File: src/rtl/dmem_arbiter.sv
// -----------------------------------------------------------------------------
// dmem_arbiter
//   Shares the single-port data memory between the CPU M stage and a DMA
//   requester. CPU accesses pass straight through in the cycle they are
//   requested; DMA runs locked bursts of 1..BURST_MAX beats. A CPU that has
//   been stalled for STARVE_LIMIT consecutive cycles inside a burst is given
//   one forced yield slot before the burst resumes.
//
//   Optional feature macro: DMEM_ARB_STATS_EN
//     defined   -> 16-bit saturating stall-cycle and beat counters are built
//     undefined -> stat_stall / stat_beats are tied to zero
//
//   Handshake (DMA side): dma_req is a level request held high for the whole
//   burst. dma_beat=1 means the beat presented on dma_addr/dma_wdata/dma_wr
//   was performed on memory this cycle; the requester advances its address
//   after each such beat. A read beat returns data on dma_rdata with
//   dma_rvalid=1 exactly one cycle later. dma_done pulses with the final beat.
//   Dropping dma_req mid-burst aborts it without a beat or dma_done.
//
//   A burst starts on the first IDLE cycle with dma_req=1 and no CPU request,
//   and that cycle already carries the first beat; dma_len is sampled there.
//   If a CPU asserts both cpu_rd and cpu_wr, the read is performed.
// -----------------------------------------------------------------------------
module dmem_arbiter #(
  parameter int ADDR_W       = 32,
  parameter int DATA_W       = 32,
  parameter int BURST_MAX    = 8,
  parameter int STARVE_LIMIT = 4,
  localparam int LEN_W       = $clog2(BURST_MAX + 1)
) (
  input  logic              clk,
  input  logic              rst,
  // CPU port
  input  logic              cpu_rd,
  input  logic              cpu_wr,
  input  logic [ADDR_W-1:0] cpu_addr,
  input  logic [DATA_W-1:0] cpu_wdata,
  output logic [DATA_W-1:0] cpu_rdata,
  output logic              cpu_stall,
  // DMA port
  input  logic              dma_req,
  input  logic              dma_wr,
  input  logic [LEN_W-1:0]  dma_len,
  input  logic [ADDR_W-1:0] dma_addr,
  input  logic [DATA_W-1:0] dma_wdata,
  output logic              dma_beat,
  output logic [DATA_W-1:0] dma_rdata,
  output logic              dma_rvalid,
  output logic              dma_done,
  // Memory port
  output logic [ADDR_W-1:0] mem_addr,
  output logic [DATA_W-1:0] mem_in,
  output logic              mem_read,
  output logic              mem_write,
  input  logic [DATA_W-1:0] mem_out,
  // Statistics
  output logic [15:0]       stat_stall,
  output logic [15:0]       stat_beats,
  // Debug: current FSM state (0 IDLE, 1 DMA, 2 YIELD)
  output logic [1:0]        o_dbg_state
);

  localparam int WAIT_W = $clog2(STARVE_LIMIT + 1);

  typedef enum logic [1:0] {
    S_IDLE  = 2'd0,
    S_DMA   = 2'd1,
    S_YIELD = 2'd2
  } state_t;

  state_t              r_state;
  state_t              w_state_next;
  logic [LEN_W-1:0]    r_beats_left;
  logic [LEN_W-1:0]    w_beats_next;
  logic [WAIT_W-1:0]   r_wait_cnt;
  logic [WAIT_W-1:0]   w_wait_next;
  logic [WAIT_W-1:0]   w_wait_inc;
  logic [LEN_W-1:0]    w_len_clamped;
  logic                w_cpu_req;
  logic                w_cpu_grant;
  logic                w_dma_beat;
  logic                w_dma_done;
  logic                w_cpu_stall;
  logic                r_dma_rvalid;
  logic [DATA_W-1:0]   r_dma_rdata;

  assign w_cpu_req  = cpu_rd | cpu_wr;
  assign w_wait_inc = r_wait_cnt + WAIT_W'(1);

  // Burst length as sampled at burst start: 0 means one beat, cap at BURST_MAX
  always_comb begin
    w_len_clamped = dma_len;
    if (dma_len == '0) begin
      w_len_clamped = LEN_W'(1);
    end else if (dma_len > LEN_W'(BURST_MAX)) begin
      w_len_clamped = LEN_W'(BURST_MAX);
    end
  end

  // FSM state, remaining beats and starvation counter registers
  always_ff @(posedge clk or negedge rst) begin
    if (!rst) begin
      r_state      <= S_IDLE;
      r_beats_left <= '0;
      r_wait_cnt   <= '0;
    end else begin
      r_state      <= w_state_next;
      r_beats_left <= w_beats_next;
      r_wait_cnt   <= w_wait_next;
    end
  end

  // Next-state logic and per-cycle grant decision
  always_comb begin
    w_state_next = r_state;
    w_beats_next = r_beats_left;
    w_wait_next  = '0;
    w_cpu_grant  = 1'b0;
    w_dma_beat   = 1'b0;
    w_dma_done   = 1'b0;
    w_cpu_stall  = 1'b0;
    case (r_state)
      S_IDLE: begin
        if (w_cpu_req) begin
          w_cpu_grant = 1'b1;
        end else if (dma_req) begin
          // First beat of the burst happens in this cycle
          w_dma_beat   = 1'b1;
          w_beats_next = w_len_clamped - LEN_W'(1);
          if (w_len_clamped == LEN_W'(1)) begin
            w_dma_done = 1'b1;
          end else begin
            w_state_next = S_DMA;
          end
        end
      end
      S_DMA: begin
        if (!dma_req) begin
          // Abort: memory is free this cycle, so a waiting CPU is served
          w_state_next = S_IDLE;
          w_beats_next = '0;
          w_cpu_grant  = w_cpu_req;
        end else begin
          w_dma_beat   = 1'b1;
          w_beats_next = r_beats_left - LEN_W'(1);
          w_cpu_stall  = w_cpu_req;
          if (w_cpu_req) begin
            w_wait_next = w_wait_inc;
          end
          if (r_beats_left <= LEN_W'(1)) begin
            w_dma_done   = 1'b1;
            w_beats_next = '0;
            w_state_next = S_IDLE;
          end else if (w_cpu_req && (w_wait_inc >= WAIT_W'(STARVE_LIMIT))) begin
            w_state_next = S_YIELD;
          end
        end
      end
      S_YIELD: begin
        // One CPU slot; idle if the CPU has stopped requesting
        w_cpu_grant  = w_cpu_req;
        w_state_next = S_DMA;
      end
      default: begin
        w_state_next = S_IDLE;
        w_beats_next = '0;
      end
    endcase
  end

  // Memory port mux: DMA beat, CPU grant, or fully idle
  always_comb begin
    mem_addr  = '0;
    mem_in    = '0;
    mem_read  = 1'b0;
    mem_write = 1'b0;
    if (w_dma_beat) begin
      mem_addr  = dma_addr;
      mem_in    = dma_wdata;
      mem_read  = ~dma_wr;
      mem_write = dma_wr;
    end else if (w_cpu_grant) begin
      mem_addr  = cpu_addr;
      mem_in    = cpu_wdata;
      mem_read  = cpu_rd;
      mem_write = cpu_wr & ~cpu_rd;
    end
  end

  // DMA read-data return, one cycle after each read beat
  always_ff @(posedge clk or negedge rst) begin
    if (!rst) begin
      r_dma_rvalid <= 1'b0;
      r_dma_rdata  <= '0;
    end else begin
      r_dma_rvalid <= w_dma_beat & ~dma_wr;
      if (w_dma_beat && !dma_wr) begin
        r_dma_rdata <= mem_out;
      end
    end
  end

`ifdef DMEM_ARB_STATS_EN
  logic [15:0] r_stat_stall;
  logic [15:0] r_stat_beats;

  // Saturating stall-cycle and beat counters, cleared only by reset
  always_ff @(posedge clk or negedge rst) begin
    if (!rst) begin
      r_stat_stall <= '0;
      r_stat_beats <= '0;
    end else begin
      if (w_cpu_stall && (r_stat_stall != 16'hFFFF)) begin
        r_stat_stall <= r_stat_stall + 16'd1;
      end
      if (w_dma_beat && (r_stat_beats != 16'hFFFF)) begin
        r_stat_beats <= r_stat_beats + 16'd1;
      end
    end
  end

  assign stat_stall = r_stat_stall;
  assign stat_beats = r_stat_beats;
`else
  assign stat_stall = 16'd0;
  assign stat_beats = 16'd0;
`endif

  assign cpu_rdata   = mem_out;
  assign cpu_stall   = w_cpu_stall;
  assign dma_beat    = w_dma_beat;
  assign dma_done    = w_dma_done;
  assign dma_rvalid  = r_dma_rvalid;
  assign dma_rdata   = r_dma_rdata;
  assign o_dbg_state = r_state;

endmodule
File: config.mk
export PLATFORM = sky130hd
export DESIGN_NAME = dmem_arbiter
export DESIGN_NICKNAME = d
export VERILOG_FILES = /design/src/rtl/dmem_arbiter.sv
export SDC_FILE = /design/constraint.sdc
export NUM_CORES = 1
export LEC_CHECK = 0
export ABC_AREA = 1
export ABC_CLOCK_PERIOD_IN_PS = 2920
export BUFFER_PORTS_ARGS = -buffer_cell sky130_fd_sc_hd__buf_2
export CELL_PAD_IN_SITES_DETAIL_PLACEMENT = 1
export CELL_PAD_IN_SITES_GLOBAL_PLACEMENT = 1
export CORE_MARGIN = 10
export CORE_UTILIZATION = 23
export DETAILED_ROUTE_END_ITERATION = 6
export PLACE_DENSITY = 0.95
export SYNTH_ARGS = -nofsm -noshare
export SYNTH_HDL_FRONTEND = slang
export SYNTH_SLANG_ARGS = --single-unit
File: constraint.sdc
create_clock -name clk -period 2.92 [get_ports clk]
set_input_delay 0.292 -clock clk [delete_from_list [all_inputs] [get_ports clk]]
set_output_delay 0.292 -clock clk [all_outputs]
set_load 0.005 [all_outputs]
==> results.json <==
{
  "antenna_found_initial": 0,
  "most-common-layout-cells": "nand2_1 (323), buf_2 (305), dfrtp_1 (42)",
  "drt_iter0_drc": 147,
  "cap_violations": 0,
  "hold_violations": 0,
  "port-buffer-count": 305,
  "yosysSeqAreaShare": 0.328,
  "worst_path_most_repeated_cell": "nand2_1",
  "fin_nets": 938,
  "drc": 0,
  "postSynthCellCount": 502,
  "netlist_area_um2": 3200,
  "worst_setup_path_start_kind": "flop",
  "cts.path.max_buffers": 2,
  "core_um2": 13800,
  "synth_top_family_by_area": "simple AND/OR/NAND/NOR gates",
  "fin_setup_tns_ns": 0,
  "path_clk_slew_ns": 0.06,
  "cpPeakStageDelay_ns": 0.49,
  "setup_viol": 0,
  "path_class": "reg2out",
  "synthSimpleGateAreaFrac": 0.426,
  "critical_path.cell_chain": "o21ai_1 -> nand2_1 -> nand2_2 -> buf_4 -> nand2_1 -> nand2_1 -> buf_2",
  "layout_commonest_cell": "nand2_1",
  "postCtsHoldBufs": 0,
  "postRouteAntennaNets": 0,
  "die_area_um2": 19000,
  "cp.required_ns": 2.63,
  "avgRoutedWirePerCell_um": 17.5,
  "ys_seq_elements": 42,
  "cts_setup_buffers": 0,
  "num_vias": 4018,
  "drive_gt1_frac": 0.422,
  "leakagePower_uw": 0.00306,
  "fillers": 1890,
  "rows": 43,
  "cts_tree": "yes",
  "status": "completed",
  "ys_types": 22,
  "grt-ovfl-total": 0,
  "num_io_pins": 338,
  "final_util": 0.336,
  "hold_ws_ns": 0.149,
  "cpMaxStageDelayCell": "nand2_2",
  "timing.fmax_mhz": 408,
  "crit_fanout": 33,
  "clk_latency_ns": 0.29,
  "cts-root-buf": "clkbuf_16",
  "synth_adder_area_share": 0.0117,
  "powerDensity_nw_per_um2": 673,
  "rsz0062_at_grt": "no",
  "grt_use_total": 0.154,
  "hp-class": "in2async",
  "period_needed_ns": 2.45,
  "maxSlewViolCount": 0,
  "grt_pass1_wl_um": 22900,
  "via_per_inst": 4.24,
  "postPlaceCellArea_um2": 4460,
  "min_period_over_period": 0.839,
  "die_y_um": 138,
  "gp_congestion": 0.863,
  "ys_warn_count": 0,
  "ir_worst_vdd_uv": 534,
  "arrival_ns": 2.16,
  "cp-end-kind": "output pin",
  "drtPass1Iterations": 4,
  "detail_route.wirelength_um": 16600,
  "grt_pass1_vias": 4255,
  "place_hpwl_um": 14300,
  "cts_max_level": 2,
  "numCtsBuffers": 5,
  "synth_xor_area_frac": 0.00547,
  "cts.repair.resized": 0,
  "grt_max_degree": 68,
  "synth_compound_area_frac": 0.00508,
  "area_growth_pct": 44.8,
  "synthMuxAreaShare": 0,
  "fin_skew_ns": 0.00611,
  "power_uw": 3120,
  "cts.sinks": 42,
  "worst_pin_slew_ns": 0.949,
  "maxSlewHeadroom": 0.367,
  "postSynthAreaPerCell_um2": 6.38,
  "final_cell_area_um2": 4630,
  "fp.dieW_um": 138,
  "initial_core_util": 0.232
}
-- stage by stage --
step	instances	setup WS (ns)
finish	948	0.471
CTS	946	0.468
global route	946	0.275
detailed placement	938	0.771
global placement	938	0.824
floorplan	533	1.49
-- layer usage --
layer	up-vias	track usage	wire [um]
li1	1927	-	-
met1	1855	0.178	6350
met2	221	0.264	8040
met3	15	0.0504	1880
met4	0	0.0458	284
met5	-	0	0
-- layout make-up --
class | instances | area (um^2) | area share
antenna | 2 | 5.00 | 0.00108
sequential | 42 | 1050 | 0.227
tap | 180 | 225 | 0.0486
timing repair buffer | 308 | 1560 | 0.337
inverter | 18 | 70.1 | 0.0151
multi-input combinational | 390 | 1560 | 0.336
clock buffer | 6 | 129 | 0.0278
clock inverter | 2 | 37.5 | 0.00810
-- cell families after synthesis --
| family | count (synthesis) |
|---|---|
| AND/OR/NAND/NOR | 350 |
| buffers and inverters | 101 |
| flip-flops | 42 |
| AO/OA/AOI/OAI | 3 |
| adder cells (fa/ha/maj) | 3 |
| XOR/XNOR | 2 |
| other | 1 |
-- flip-flops by register name, summed over array words and instances, names as in the netlist --
| signal | flops |
|---|---|
| r_beats_left | 4 |
| dma_rdata | 32 |
| o_dbg_state | 2 |
| r_wait_cnt | 3 |
| dma_rvalid | 1 |
-- path summary, 6_finish.rpt --
path / startpoint / depth (start not counted) / endpoint / slack, ns
min reg2reg: r_wait_cnt[0]$_DFF_PN0_ / 1 / r_wait_cnt[0]$_DFF_PN0_ / 0.43
max reg2reg: o_dbg_state[1]$_DFFE_PN0P_ / 8 / dma_rdata[22]$_DFFE_PN0P_ / 0.85
min in group clk: mem_out[12] / 3 / dma_rdata[12]$_DFFE_PN0P_ / 0.21
max in group asynchronous: rst / 1 / dma_rvalid$_DFF_PN0_ / 2.18
min: rst / 1 / dma_rdata[11]$_DFFE_PN0P_ / 0.15
max: o_dbg_state[1]$_DFFE_PN0P_ / 7 / mem_in[22] / 0.47
-- power by group --
group	switching [uW]	total (uW)	internal (uW)
combinational	868	1490	626
clock	232	636	404
sequential	157	990	833
total	1260	3120	1860
-- Yosys cell counts (all sizes together) --
master	count	share of area
ha	3	0.012
buf	83	0.20
nand3b	1	0.0023
nor2	12	0.017
xor2	2	0.0055
dfrtp	42	0.33
nand3	9	0.017
inv	18	0.022
a21oi	1	0.0016
nor3	2	0.0031
o22ai	1	0.0020
nand2	326	0.39
conb	1	0.0012
o21ai	1	0.0016
-- critical path, delay by kind of cell (launching register included) --
family	cells	cell delay (ns)
buffers and inverters	2	0.45
flip-flops	1	0.40
AO/OA/AOI/OAI	1	0.22
AND/OR/NAND/NOR	4	0.78
Note: power is estimated with default switching activity, not from simulation.
